==> config.mk <==
export PLATFORM = sky130hd
export DESIGN_NAME = basket_controller
export DESIGN_NICKNAME = d
export VERILOG_FILES = /design/src/rtl/basket_pkg.sv /design/src/rtl/basket_controller.sv
export SDC_FILE = /design/constraint.sdc
export NUM_CORES = 1
export LEC_CHECK = 0
export ABC_AREA = 1
export BUFFER_PORTS_ARGS = -buffer_cell sky130_fd_sc_hd__buf_2
export CAP_MARGIN = 20
export CORE_AREA = 2 2 114 160
export CTS_BUF_LIST = sky130_fd_sc_hd__clkbuf_4 sky130_fd_sc_hd__clkbuf_8
export DETAILED_ROUTE_END_ITERATION = 12
export DIE_AREA = 0 0 116 162
export PLACE_DENSITY = 0.76
export SETUP_SLACK_MARGIN = 0.05
export SYNTH_ARGS = -nofsm -noshare
export SYNTH_HDL_FRONTEND = slang
export SYNTH_SLANG_ARGS = --single-unit
==> constraint.sdc <==
create_clock -name CLOCK_50 -period 8.8 [get_ports CLOCK_50]
set_clock_uncertainty 0.05 [all_clocks]
set_input_delay 1.32 -clock CLOCK_50 [delete_from_list [all_inputs] [get_ports CLOCK_50]]
set_output_delay 1.32 -clock CLOCK_50 [all_outputs]
set_load 0.03 [all_outputs]
==> src/rtl/basket_pkg.sv <==
// basket_pkg: shared types and constants for the basket controller.
//   ID_W, QTY_W       : product ID and quantity widths
//   QTY_MAX           : per-entry quantity ceiling
//   MAX_ITEMS_DEFAULT : default basket capacity in entries
//   state_t           : controller FSM states
//   entry_t           : one basket record (id, qty)
//   sat_add()         : quantity add that clips at QTY_MAX and reports the clip
package basket_pkg;

    localparam int unsigned ID_W              = 4;
    localparam int unsigned QTY_W             = 4;
    localparam int unsigned QTY_MAX           = 15;
    localparam int unsigned MAX_ITEMS_DEFAULT = 8;

    typedef enum logic [1:0] {
        IDLE    = 2'd0,
        SEARCH  = 2'd1,
        COMPACT = 2'd2
    } state_t;

    typedef struct packed {
        logic [ID_W-1:0]  id;
        logic [QTY_W-1:0] qty;
    } entry_t;

    // Returns {clipped, result}; result saturates at QTY_MAX.
    function automatic logic [QTY_W:0] sat_add(input logic [QTY_W-1:0] a,
                                               input logic [QTY_W-1:0] b);
        logic [QTY_W:0] sum;
        sum = {1'b0, a} + {1'b0, b};
        if (sum > (QTY_W + 1)'(QTY_MAX)) begin
            sat_add = {1'b1, QTY_W'(QTY_MAX)};
        end else begin
            sat_add = {1'b0, sum[QTY_W-1:0]};
        end
    endfunction

endpackage

==> src/rtl/basket_controller.sv <==
// basket_controller: ordered basket of (product ID, quantity) entries.
//   CLOCK_50, RESET_N          : clock, async active-low reset
//   Enable/ProductID/Quantity  : add pulse; merges into a matching entry or appends
//   Remove/RemoveIndex         : remove pulse; later entries shift down one slot
//   Clear                      : empty the basket, accepted in any state
//   ReadIndex -> Read*         : combinational read port, zero when out of range
//   BasketProductNum           : number of occupied entries
//   TotalQuantity              : sum of all entry quantities
//   Busy                       : add search or remove compaction in progress
//   ErrorPulse                 : one-cycle flag for rejected or saturated commands
module basket_controller
    import basket_pkg::*;
#(
    parameter int unsigned MAX_ITEMS = MAX_ITEMS_DEFAULT
) (
    input  logic             CLOCK_50,
    input  logic             RESET_N,
    input  logic             Enable,
    input  logic [ID_W-1:0]  ProductID,
    input  logic [QTY_W-1:0] ProductQuantity,
    input  logic             Remove,
    input  logic [3:0]       RemoveIndex,
    input  logic             Clear,
    input  logic [3:0]       ReadIndex,
    output logic [ID_W-1:0]  ReadProductID,
    output logic [QTY_W-1:0] ReadQuantity,
    output logic             ReadValid,
    output logic [3:0]       BasketProductNum,
    output logic [7:0]       TotalQuantity,
    output logic             Busy,
    output logic             ErrorPulse
);

    localparam logic [3:0] CAP = 4'(MAX_ITEMS);

    state_t           state_q, state_d;
    logic [3:0]       idx_q, idx_d;
    entry_t           cmd_q, cmd_d;
    logic [3:0]       count_q, count_d;
    logic [7:0]       total_q, total_d;
    logic             err_q, err_d;
    logic [ID_W-1:0]  ids_q [MAX_ITEMS];
    logic [ID_W-1:0]  ids_d [MAX_ITEMS];
    logic [QTY_W-1:0] qty_q [MAX_ITEMS];
    logic [QTY_W-1:0] qty_d [MAX_ITEMS];

    logic [3:0]       idx_nxt, last_idx;
    logic [ID_W-1:0]  cur_id, nxt_id, rd_id;
    logic [QTY_W-1:0] cur_qty, nxt_qty, rm_qty, rd_qty;
    logic [QTY_W:0]   merged;

    assign idx_nxt  = idx_q + 4'd1;
    assign last_idx = count_q - 4'd1;
    assign merged   = sat_add(cur_qty, cmd_q.qty);

    // Entry lookups as explicit compare-select so 4-bit indices never address
    // beyond the array when MAX_ITEMS is not a power of two.
    always_comb begin
        cur_id  = '0;
        cur_qty = '0;
        nxt_id  = '0;
        nxt_qty = '0;
        rm_qty  = '0;
        rd_id   = '0;
        rd_qty  = '0;
        for (int i = 0; i < int'(MAX_ITEMS); i++) begin
            if (idx_q == 4'(i)) begin
                cur_id  = ids_q[i];
                cur_qty = qty_q[i];
            end
            if (idx_nxt == 4'(i)) begin
                nxt_id  = ids_q[i];
                nxt_qty = qty_q[i];
            end
            if (RemoveIndex == 4'(i)) begin
                rm_qty = qty_q[i];
            end
            if (ReadIndex == 4'(i)) begin
                rd_id  = ids_q[i];
                rd_qty = qty_q[i];
            end
        end
    end

    always_comb begin
        state_d = state_q;
        idx_d   = idx_q;
        cmd_d   = cmd_q;
        count_d = count_q;
        total_d = total_q;
        err_d   = 1'b0;
        ids_d   = ids_q;
        qty_d   = qty_q;

        if (Clear) begin
            state_d = IDLE;
            idx_d   = '0;
            count_d = '0;
            total_d = '0;
            for (int i = 0; i < int'(MAX_ITEMS); i++) begin
                ids_d[i] = '0;
                qty_d[i] = '0;
            end
        end else begin
            unique case (state_q)
                IDLE: begin
                    if (Remove) begin
                        if (RemoveIndex >= count_q) begin
                            err_d = 1'b1;
                        end else begin
                            // Total drops at acceptance; compaction only moves data.
                            total_d = total_q - 8'(rm_qty);
                            idx_d   = RemoveIndex;
                            state_d = COMPACT;
                        end
                    end else if (Enable && (ProductQuantity != '0)) begin
                        cmd_d   = '{id: ProductID, qty: ProductQuantity};
                        idx_d   = '0;
                        state_d = SEARCH;
                    end
                end

                SEARCH: begin
                    err_d = Enable | Remove;
                    if (idx_q == count_q) begin
                        state_d = IDLE;
                        if (count_q == CAP) begin
                            err_d = 1'b1;
                        end else begin
                            for (int i = 0; i < int'(MAX_ITEMS); i++) begin
                                if (count_q == 4'(i)) begin
                                    ids_d[i] = cmd_q.id;
                                    qty_d[i] = cmd_q.qty;
                                end
                            end
                            count_d = count_q + 4'd1;
                            total_d = total_q + 8'(cmd_q.qty);
                        end
                    end else if (cur_id == cmd_q.id) begin
                        state_d = IDLE;
                        for (int i = 0; i < int'(MAX_ITEMS); i++) begin
                            if (idx_q == 4'(i)) begin
                                qty_d[i] = merged[QTY_W-1:0];
                            end
                        end
                        // Only the increment actually stored counts toward the total.
                        total_d = total_q + 8'(merged[QTY_W-1:0]) - 8'(cur_qty);
                        err_d   = err_d | merged[QTY_W];
                    end else begin
                        idx_d = idx_nxt;
                    end
                end

                COMPACT: begin
                    err_d = Enable | Remove;
                    if (idx_q < last_idx) begin
                        for (int i = 0; i < int'(MAX_ITEMS); i++) begin
                            if (idx_q == 4'(i)) begin
                                ids_d[i] = nxt_id;
                                qty_d[i] = nxt_qty;
                            end
                        end
                        idx_d = idx_nxt;
                    end else begin
                        for (int i = 0; i < int'(MAX_ITEMS); i++) begin
                            if (last_idx == 4'(i)) begin
                                ids_d[i] = '0;
                                qty_d[i] = '0;
                            end
                        end
                        count_d = last_idx;
                        state_d = IDLE;
                    end
                end

                default: state_d = IDLE;
            endcase
        end
    end

    always_ff @(posedge CLOCK_50 or negedge RESET_N) begin
        if (!RESET_N) begin
            state_q <= IDLE;
            idx_q   <= '0;
            cmd_q   <= '0;
            count_q <= '0;
            total_q <= '0;
            err_q   <= 1'b0;
            for (int i = 0; i < int'(MAX_ITEMS); i++) begin
                ids_q[i] <= '0;
                qty_q[i] <= '0;
            end
        end else begin
            state_q <= state_d;
            idx_q   <= idx_d;
            cmd_q   <= cmd_d;
            count_q <= count_d;
            total_q <= total_d;
            err_q   <= err_d;
            ids_q   <= ids_d;
            qty_q   <= qty_d;
        end
    end

    assign ReadValid        = (ReadIndex < count_q);
    assign ReadProductID    = ReadValid ? rd_id : '0;
    assign ReadQuantity     = ReadValid ? rd_qty : '0;
    assign BasketProductNum = count_q;
    assign TotalQuantity    = total_q;
    assign Busy             = (state_q != IDLE);
    assign ErrorPulse       = err_q;

endmodule

==> metrics.yaml, run 1 <==
outcome:
  status: "completed"
synth:
  synth_nets: 1327
  synth_top_cells_by_area: "dfrtp_1, nand2_1, inv_1, ha_1, o21ai_0"
  synth_compound_area_share_pct: 17.54
  avgSynthCellArea_um2: 6.832
  syn_inst: 1250
  synth_top_area_cell: "dfrtp_1"
  synth_edf_count: 0
  synth_xor_area_share_pct: 2.051
  synth_top_family_by_area: "simple AND/OR/NAND/NOR gates"
  synthMuxAreaShare_pct: 0.3956
  synth_ff_type: "dfrtp_1"
  synth-seq-cells: 91
  syn_area_um2: 8539
  netlist.area_leader.share_pct: 26.67
  async_reset_ff_share_pct: 100.0
  synth_common_cells: "nand2_1, inv_1, dfrtp_1"
  synthDistinctLibCells: 58
  yosys_warnings: 0
  ys_seq_area_share_pct: 26.67
  synth.most_common_cell: "nand2_1"
  yosys.area_share.adder_pct: 8.821
  yosys.area_share.simple_pct: 33.73
setup_path:
  slowest_delay_ns: 0.52
  crit_start: "idx_q[0]"
  critPathKind: "flop to flop"
  endpoint: "TotalQuantity[6]"
  required_ns: 9.05
  cp_num_cells: 31
  r2r-end: "TotalQuantity[6]"
  crit_path_end_kind: "flop"
  r2r-start: "idx_q[0]"
  slowest_stage: "fa_1"
  cp.buffers_inverters: 5
  reg2regPathDepth: 31
  r2r_setup_slack_ns: 3.09
  crit_path_max_fanout: 7
  cp_top_family: "compound AO/OA/AOI/OAI gates"
  cp.arrival_ns: 5.95
  start_kind: "flop"
  path_common_cell: "nand2_1"
sta:
  tns_ns: 0
  finalCritPeriodShare_pct: 64.86
  slew_viol_final: 0
  max_freq_mhz: 175.2
  setup_violations: 0
  slew_headroom_pct: 23.88
  tightestPinTransition_ns: 1.142
  report.final.hold_viol_count: 0
  layout_min_cycle_time_ns: 5.708
  rsz0062_at_grt: "false"
clock_tree:
  numCtsBuffers: 9
  path_clk_slew_ns: 0.10
  clock_latency_ns: 0.40
  htreeDepth: 3
  cts_tree: "built"
  cts.sinks: 91
  cts_setup_buffers: 0
  clockBufferDepth: 2
  postCtsResizedCells: 0
  cts-root-buf: "clkbuf_8"
  cts_hold_buf: 0
final_layout:
  fin_nets: 1349
  n_antenna_cell: 0
  drive_above_1_share_pct: 11.35
  areaGrowthSynthToFinish_pct: 6.212
floorplan:
  io_pins: 44
  coreArea_um2: 17260
  row_count: 57
  fp.dieH_um: 162
  die_x_um: 116
  die_area_um2: 18790
  initial_core_util_pct: 49.48
power:
  power_density_nw_per_um2: 412.1
  leakage_nw: 4.626
  power_w: 0.003737
  ir_worst_vdd_mv: 0.5506
drt:
  vias: 8720
  wire_per_inst_um: 18.14
  ant_nets: 0
  vias_per_cell: 5.763
  totalWireLength_um: 27450
  drcViolationCount: 0
  dr.pass1.iters: 6
  drt_iter0_markers: 785
hold_path:
  hold_path.class: "flop to flop"
place:
  routabilityCongestion: 0.9798
  port_buffers: 43
  hpwl_um: 21110
grt:
  gr-total-overflow: 0
  grt_pass1_vias: 8025
  antenna_found_initial: 0
  grt_pass1_wl_um: 43600
  track_usage_pct: 30.00
  grt_max_degree: 49
job:
  drv_cap: 0
==> state kept, by name (all words and copies together), names as in the netlist <==
register          cells
idx_q                 4
cmd_q                 8
qty_q                32
state_q               2
ErrorPulse            1
TotalQuantity         8
ids_q                32
BasketProductNum      4
==> per-layer routing <==
layer / up-vias / routed length [um] / part of all wire (%) / track usage [%]
li1: 4179 / - / - / -
met1: 4021 / 10920 / 40 / 38.36
met2: 418 / 13140 / 48 / 49.18
met3: 102 / 1864 / 6.8 / 4.179
met4: 0 / 1527 / 5.6 / 15.21
met5: - / 0 / 0 / 0
==> stage by stage <==
step / utilization, % / hold WS, ns / std cells / instance area, um^2 / setup slack, ns
floorplan: - / 0.3990 / 1250 / 8539 / 3.787
CTS: 52.44 / 0.4442 / 1512 / 9050 / 3.129
detailed placement: 51.27 / 0.4192 / 1496 / 8848 / 3.143
global placement: 51.27 / 0.4134 / 1496 / 8848 / 3.274
global route: 52.55 / 0.4696 / 1513 / 9070 / 2.455
finish: 52.55 / 0.4434 / 1513 / 9070 / 3.092
==> how the worst min path moves through the flow <==
stage,start,end,slack (ns),cells after the start
final,ids_q[5],ids_q[5],0.44,2
after CTS,ids_q[7],ids_q[7],0.44,2
after global placement,ids_q[7],ids_q[7],0.41,2
after global routing,qty_q[31],qty_q[31],0.47,2
after detailed placement,ids_q[21],ids_q[21],0.42,2
after floorplan,ids_q[21],ids_q[21],0.40,2
==> report_power, final <==
part	switching, W	total, W	internal [W]
registers	0.000223	0.000793	0.000570
logic	0.00174	0.00263	0.000893
clock network	0.000173	0.000312	0.000139
total	0.00214	0.00374	0.00160
==> tightest hold or removal path, cell delays in order (launching register included) <==
cell and delay, ns:
dfrtp_1 0.35, nand2_1 0.06, nand2_1 0.06
==> kinds of logic (layout without fill, tap and decap cells) <==
| family | after synthesis | count (layout) |
|---|---|---|
| and+or+nand+nor | 630 | 630 |
| AOI/OAI and AO/OA | 235 | 235 |
| buffers and inverters | 218 | 245 |
| DFF | 91 | 91 |
| adders and majority gates | 56 | 56 |
| xor gates and xnor gates | 17 | 17 |
| muxes | 3 | 3 |
==> final cells by class <==
cell class | count | area [um^2]
inverters | 182 | 688.2
clock inverters | 5 | 62.56
flip-flops and latches | 91 | 2277
well taps | 236 | 295.3
clock buffers | 11 | 138.9
multi-input cells | 941 | 5348
fillers | 1790 | 8189
repair buffers | 47 | 260.3
==> cells in the final DEF, fill, tap and decap left out, drive strengths merged, types with 2 or more instances in the layout <==
cell type	count
o31ai	4
inv	183
o211ai	26
mux2	3
buf	47
o2111ai	4
nand3	65
a22oi	2
nand4	52
or2	12
a21oi	50
clkbuf	11
a221oi	9
o21ai	92
nor2	84
xnor2	3
a31oi	9
dfrtp	91
and2	3
nand2	401
fa	7
ha	49
o22ai	12
clkinvlp	2
xor2	14
o221ai	10
a211oi	11
nor3	11
Note: power is estimated with default switching activity, not from simulation.
==> inputs of run 2 (changes only) <==
==> constraint.sdc (replaced) <==
create_clock -name CLOCK_50 -period 5.48 [get_ports CLOCK_50]
set_clock_uncertainty 0.05 [all_clocks]
set_input_delay 0.822 -clock CLOCK_50 [delete_from_list [all_inputs] [get_ports CLOCK_50]]
set_output_delay 0.822 -clock CLOCK_50 [all_outputs]
set_load 0.03 [all_outputs]
==> run 2 against run 1 <==
Net effect: cell count is 0.79% higher; via count rose by 0.30%; critical endpoint unchanged; sequential power rose by 59%; sequential share of layout area is 0.46 points lower; clock-buffer cell count is the same; register-to-register slack worse by 2.7 ns; power increased by 63%; worst setup slack got worse by 2.7 ns; die area unchanged; fmax increased by 13%; critical path depth shrank 2.
==> metrics.yaml, run 2 (synthesis gave the netlist of run 1 again) <==
outcome:
  status: "completed"
final_layout:
  final_cell_mix: "nand2_1, inv_1, dfrtp_1"
  largest_registers: "ids_q: 32 flops, qty_q: 32 flops"
  areaGrowthSynthToFinish_pct: 8.293
  drive_above_1_share_pct: 13.03  # +1.7 points
  final_common_cell: "nand2_1"
  fin_util_pct: 53.58  # +1.0 points
  nFillCells: 1764  # -1.5%
  n_antenna_cell: 0  # unchanged
  fin_nets: 1361  # +0.89%
  finish.instance_area_um2: 9248  # +2.0%
setup_path:
  slowest_delay_ns: 0.51  # about the same
  required_ns: 5.71  # -3.34 ns
  cp.arrival_ns: 5.27  # -0.68 ns
  crit_path_end_kind: "flop"
  crit_path_max_fanout: 6  # -1
  r2r-start: "idx_q[0]"
  slowest_stage: "fa_1"
  r2r-end: "TotalQuantity[6]"
  path_common_cell: "a21oi_1"
  r2r_setup_slack_ns: 0.44  # -2.65 ns
  reg2regPathDepth: 29  # -6.5%
  critPathKind: "flop to flop"
  start_kind: "flop"
sta:
  tightestPinTransition_ns: 0.8111  # -0.3308 ns
  report.final.hold_viol_count: 0  # unchanged
  max_freq_mhz: 198.4  # +13%
  finalCritPeriodShare_pct: 91.98  # +27 points
  setup_violations: 0  # unchanged
  rsz0062_at_grt: "false"
  layout_min_cycle_time_ns: 5.040  # -0.6678 ns
  slew_viol_final: 0  # unchanged
  slew_headroom_pct: 45.73  # +22 points
  tns_ns: 0  # unchanged
  setup_ws_ns: 0.4397  # -2.652 ns
drt:
  met3_wirelength_um: 1715  # -8.0%
  wire_per_inst_um: 17.83  # -1.7%
  vias: 8746  # +0.30%
  drt_iter0_markers: 716  # -8.8%
  vias_per_cell: 5.735  # -0.49%
  routed.top_layer: "met4"
  wl_met2_um: 12910  # -1.7%
  ant_nets: 0  # unchanged
  totalWireLength_um: 27190  # -0.94%
  wl_met1_um: 10710  # -1.9%
  dr.pass1.iters: 6  # unchanged
  drcViolationCount: 0  # unchanged
clock_tree:
  path_clk_slew_ns: 0.09  # about the same
  cts_tree: "built"
  numCtsBuffers: 9  # unchanged
  htreeDepth: 3  # unchanged
  cts.sinks: 91  # unchanged
  clock_latency_ns: 0.39  # about the same
  clockBufferDepth: 2  # unchanged
  cts_hold_buf: 0  # unchanged
  cts-root-buf: "clkbuf_8"
floorplan:
  fp.dieH_um: 162  # unchanged
  row_count: 57  # unchanged
  initial_core_util_pct: 49.48  # unchanged
  die_x_um: 116  # unchanged
  coreArea_um2: 17260  # unchanged
  die_area_um2: 18790  # unchanged
  io_pins: 44  # unchanged
place:
  hpwl_um: 21030  # -0.39%
  dp_slack_ns: 0.03459  # -3.108 ns
  place_area_um2: 8909  # +0.68%
  routabilityCongestion: 1.044  # +6.6%
  port_buffers: 43  # unchanged
grt:
  grt_pass1_wl_um: 43940  # +0.78%
  grt_max_degree: 49  # unchanged
  gr-total-overflow: 0  # unchanged
  antenna_found_initial: 0  # unchanged
  track_usage_pct: 30.03  # about the same
  grt_pass1_vias: 8302  # +3.5%
job:
  drv_cap: 0  # unchanged
power:
  ir_worst_vdd_mv: 0.7803  # +42%
  power_w: 0.006090  # +63%
  power_density_nw_per_um2: 658.5  # +60%
  leakage_nw: 4.694  # +1.5%
hold_path:
  hold_path.class: "primary input to async pin"
run 2: critical path: cells and delay by family, from the launching register on:
| kind | cells | cell delay, ns |
|---|---|---|
| AND/OR/NAND/NOR | 5 | 0.50 |
| XOR/XNOR | 1 | 0.16 |
| buffers and inverters | 5 | 0.44 |
| flip-flops | 1 | 0.40 |
| AO/OA/AOI/OAI | 13 | 1.74 |
| adder cells (fa/ha/maj) | 5 | 1.63 |
run 2: power breakdown:
part / internal [W] / total (W) / switching (W) / leakage [nW]
Combinational: 0.00151 / 0.00433 / 0.00282 / 3.41
Sequential: 0.000916 / 0.00126 / 0.000346 / 1.19
Clock: 0.000230 / 0.000498 / 0.000268 / 0.0956
run 2: repair_timing:
item,in CTS,in global routing
gates resized for setup,1,17
endpoints found under the setup margin,1,4
pin swaps,0,2
setup buffers,0,4
hold endpoints to repair,0,0
run 2: stage by stage:
stage                     std cells  hold slack (ns)
after floorplan                1250           0.3990
after global placement         1504           0.4170
after detailed placement       1504           0.4238
after CTS                      1520           0.3926
after global routing           1525           0.4239
final                          1525           0.3786
run 2: layout make-up:
cell class / count / area, um^2 / share of cell area (%)
inverter: 182 / 688.2 / 7.441
clock inverter: 5 / 61.31 / 0.6630
sequential: 91 / 2280 / 24.65
timing repair buffer: 59 / 357.8 / 3.870
multi-input combinational: 941 / 5420 / 58.61
clock buffer: 11 / 145.1 / 1.569
tap: 236 / 295.3 / 3.193
run 2: how the worst max path moves through the flow:
stage	startpoint	endpoint	slack [ns]	cells after the start
floorplan	idx_q[0]	TotalQuantity[6]	0.47	29
CTS	idx_q[0]	TotalQuantity[6]	0.19	29
global placement	idx_q[0]	TotalQuantity[6]	0.19	29
detailed placement	idx_q[0]	TotalQuantity[6]	0.03	29
finish	idx_q[0]	TotalQuantity[6]	0.44	29
global route	idx_q[0]	TotalQuantity[6]	0.03	34
run 2: metal layers:
metal  vias to the layer above  track usage (%)
met4                         0            19.70
li1                       4209                -
met3                       112            4.254
met1                      4005            37.26
met2                       420            48.25
met5                         -                0
==> inputs of run 3 (changes only) <==
--- a/config.mk
+++ b/config.mk
@@ -8,11 +8,11 @@
 export ABC_AREA = 1
 export BUFFER_PORTS_ARGS = -buffer_cell sky130_fd_sc_hd__buf_2
 export CAP_MARGIN = 20
-export CORE_AREA = 2 2 114 160
-export CTS_BUF_LIST = sky130_fd_sc_hd__clkbuf_4 sky130_fd_sc_hd__clkbuf_8
+export CORE_AREA = 2 2 146 205
+export CTS_BUF_LIST = sky130_fd_sc_hd__clkbuf_8
 export DETAILED_ROUTE_END_ITERATION = 12
-export DIE_AREA = 0 0 116 162
-export PLACE_DENSITY = 0.76
+export DIE_AREA = 0 0 148 207
+export PLACE_DENSITY = 0.56
 export SETUP_SLACK_MARGIN = 0.05
 export SYNTH_ARGS = -nofsm -noshare
 export SYNTH_HDL_FRONTEND = slang
==> constraint.sdc (replaced) <==
create_clock -name CLOCK_50 -period 4.1 [get_ports CLOCK_50]
set_clock_uncertainty 0.05 [all_clocks]
set_input_delay 0.615 -clock CLOCK_50 [delete_from_list [all_inputs] [get_ports CLOCK_50]]
set_output_delay 0.615 -clock CLOCK_50 [all_outputs]
set_load 0.03 [all_outputs]
==> run 3 against run 2 <==
Net effect: the run now ends with setup timing left; cell count is 16% higher; routed wire length is 19% higher; register-to-register slack worse by 0.99 ns; combinational power is 89% higher; via count is 3.6% higher; hold slack worse by 0.18 ns; flip-flop and latch count stayed put; critical path depth is 1 lower; sequential power is 26% higher; core utilization is 18 points lower; critical path type unchanged; critical endpoint unchanged; highest routed layer unchanged.
==> metrics.yaml, run 3 (synthesis gave the netlist of run 1 again) <==
grt:
  gr-total-overflow: 0  # unchanged
  grt_pass1_wl_um: 50800  # +16%
  grt_max_degree: 52  # +6.1%
  track_usage_pct: 21.43  # -8.6 points
  antenna_found_initial: 0  # unchanged
  grt_pass1_vias: 8930  # +7.6%
sta:
  rsz0062_at_grt: "true"
  setup_violations: 7  # +7
  setup_ws_ns: -0.5505  # -0.9903 ns
  tightestPinTransition_ns: 0.8392  # +0.02815 ns
  slew_headroom_pct: 43.32  # -2.4 points
  max_freq_mhz: 215.0  # +8.4%
  tns_ns: -3.060  # -3.060 ns
  layout_min_cycle_time_ns: 4.651  # -0.3897 ns
  timing.hold.ws_ns: 0.1965  # -0.1821 ns
  slew_viol_final: 0  # unchanged
  finalCritPeriodShare_pct: 113.4  # +21 points
  report.final.hold_viol_count: 0  # unchanged
setup_path:
  reg2regPathDepth: 28  # -3.4%
  critPathKind: "flop to flop"
  slowest_delay_ns: 0.50  # about the same
  endpoint: "TotalQuantity[6]"
  required_ns: 4.37  # -1.34 ns
  r2r_setup_slack_ns: -0.55  # -0.99 ns
  crit_path_max_fanout: 4  # -2
  cp.arrival_ns: 4.92  # -0.35 ns
  r2r-end: "TotalQuantity[6]"
  crit_path_end_kind: "flop"
  start_kind: "flop"
  r2r-start: "idx_q[0]"
  crit_start: "idx_q[0]"
  slowest_stage: "fa_1"
drt:
  wl_met1_um: 12530  # +17%
  totalWireLength_um: 32490  # +19%
  wl_met2_um: 17240  # +34%
  wire_per_inst_um: 18.39  # +3.1%
  vias: 9058  # +3.6%
  routed.top_layer: "met4"
  vias_per_cell: 5.126  # -11%
  drt_iter0_markers: 617  # -14%
  ant_nets: 0  # unchanged
  drcViolationCount: 0  # unchanged
  dr.pass1.iters: 5  # -1
  met3_wirelength_um: 1208  # -30%
job:
  drv_cap: 0  # unchanged
place:
  hpwl_um: 25880  # +23%
  place_area_um2: 9873  # +11%
  port_buffers: 43  # unchanged
  routabilityCongestion: 0.9917  # -5.0%
power:
  power_w: 0.01056  # +73%
  power_density_nw_per_um2: 1016  # +54%
  ir_worst_vdd_mv: 1.073  # +38%
  leakage_nw: 5.216  # +11%
hold_path:
  hold_path.class: "primary input to async pin"
final_layout:
  fin_nets: 1459  # +7.2%
  areaGrowthSynthToFinish_pct: 21.73
  n_antenna_cell: 0  # unchanged
  final_common_cell: "nand2_1"
  final_cell_mix: "nand2_1, inv_1, buf_4"
  fin_util_pct: 35.98  # -18 points
  finish.instance_area_um2: 10400  # +12%
  drive_above_1_share_pct: 22.28  # +9.2 points
  largest_registers: "ids_q: 32 flops, qty_q: 32 flops"
floorplan:
  die_x_um: 148  # +28%
  fp.dieH_um: 207  # +28%
  row_count: 74  # +30%
  io_pins: 44  # unchanged
  die_area_um2: 30640  # +63%
  coreArea_um2: 28890  # +67%
  initial_core_util_pct: 29.56  # -20 points
outcome:
  violations: "setup timing"
  status: "complete, but fails checks"
clock_tree:
  numCtsBuffers: 9  # unchanged
  cts.sinks: 91  # unchanged
  htreeDepth: 3  # unchanged
  cts-root-buf: "clkbuf_8"
  cts_tree: "built"
  path_clk_slew_ns: 0.11  # +0.02 ns
  clock_latency_ns: 0.42  # +0.03 ns
  clockBufferDepth: 2  # unchanged
run 3: cell types whose count changed in the layout (fill, tap and decap cells not counted), sizes merged:
| cell | previous run | this run |
|---|---|---|
| clkinvlp | 3 | 0 |
| clkbuf | 11 | 10 |
| clkinv | 0 | 2 |
| buf | 59 | 157 |
| bufinv | 1 | 3 |
run 3: final cells by class:
class / instances / area [um^2]
Fill cell: 3111 / 18490
Inverter: 182 / 698.2
Multi-Input combinational cell: 941 / 5594
Clock inverter: 6 / 103.9
Timing Repair Buffer: 157 / 1105
Tap cell: 380 / 475.5
Sequential cell: 91 / 2281
Clock buffer: 10 / 137.6
run 3: repair_timing:
action / in CTS / in global routing
resized for setup: 34 / 15
endpoints found under the hold margin: 0 / 0
setup buffers: 8 / 6
pin swaps: 26 / 16
hold buffers: 0 / 0
endpoints found under the setup margin: 7 / 8
run 3: worst min-delay path by stage:
stage | startpoint | to | slack [ns] | depth (start not counted)
finish | RESET_N | state_q[0] | 0.20 | 1
floorplan | RESET_N | BasketProductNum[0] | 0.27 | 0
global route | RESET_N | TotalQuantity[0] | 0.25 | 1
global placement | ids_q[4] | ids_q[4] | 0.42 | 2
CTS | RESET_N | TotalQuantity[6] | 0.22 | 1
detailed placement | qty_q[17] | qty_q[17] | 0.42 | 2
run 3: metrics by stage:
step | std cells | setup WS (ns)
after global placement | 1736 | -0.6657
after detailed placement | 1736 | -0.7381
after CTS | 1760 | -0.5668
after global routing | 1767 | -0.8499
after floorplan | 1250 | -0.3256
final | 1767 | -0.5505
run 3: power breakdown:
group	internal, W	total (W)	switching, W	leakage, nW
combinational	0.00345	0.00817	0.00471	3.90
clock	0.000418	0.000805	0.000387	0.127
sequential	0.00123	0.00159	0.000364	1.19
total	0.00510	0.0106	0.00546	5.22
run 3: routing by layer:
metal / global-route usage (%) / vias to the layer above
li1: - / 4404
met1: 24.05 / 4341
met2: 39.94 / 239
met3: 2.577 / 74
met4: 9.557 / 0
met5: 0 / -
run 3: critical path, delay by kind of cell, from the launching register on:
family / cells / cell delay (ns)
adders and majority gates: 5 / 1.56
xor gates and xnor gates: 1 / 0.15
and+or+nand+nor: 5 / 0.44
DFF: 1 / 0.45
AOI/OAI and AO/OA: 13 / 1.58
buffers and inverters: 4 / 0.34
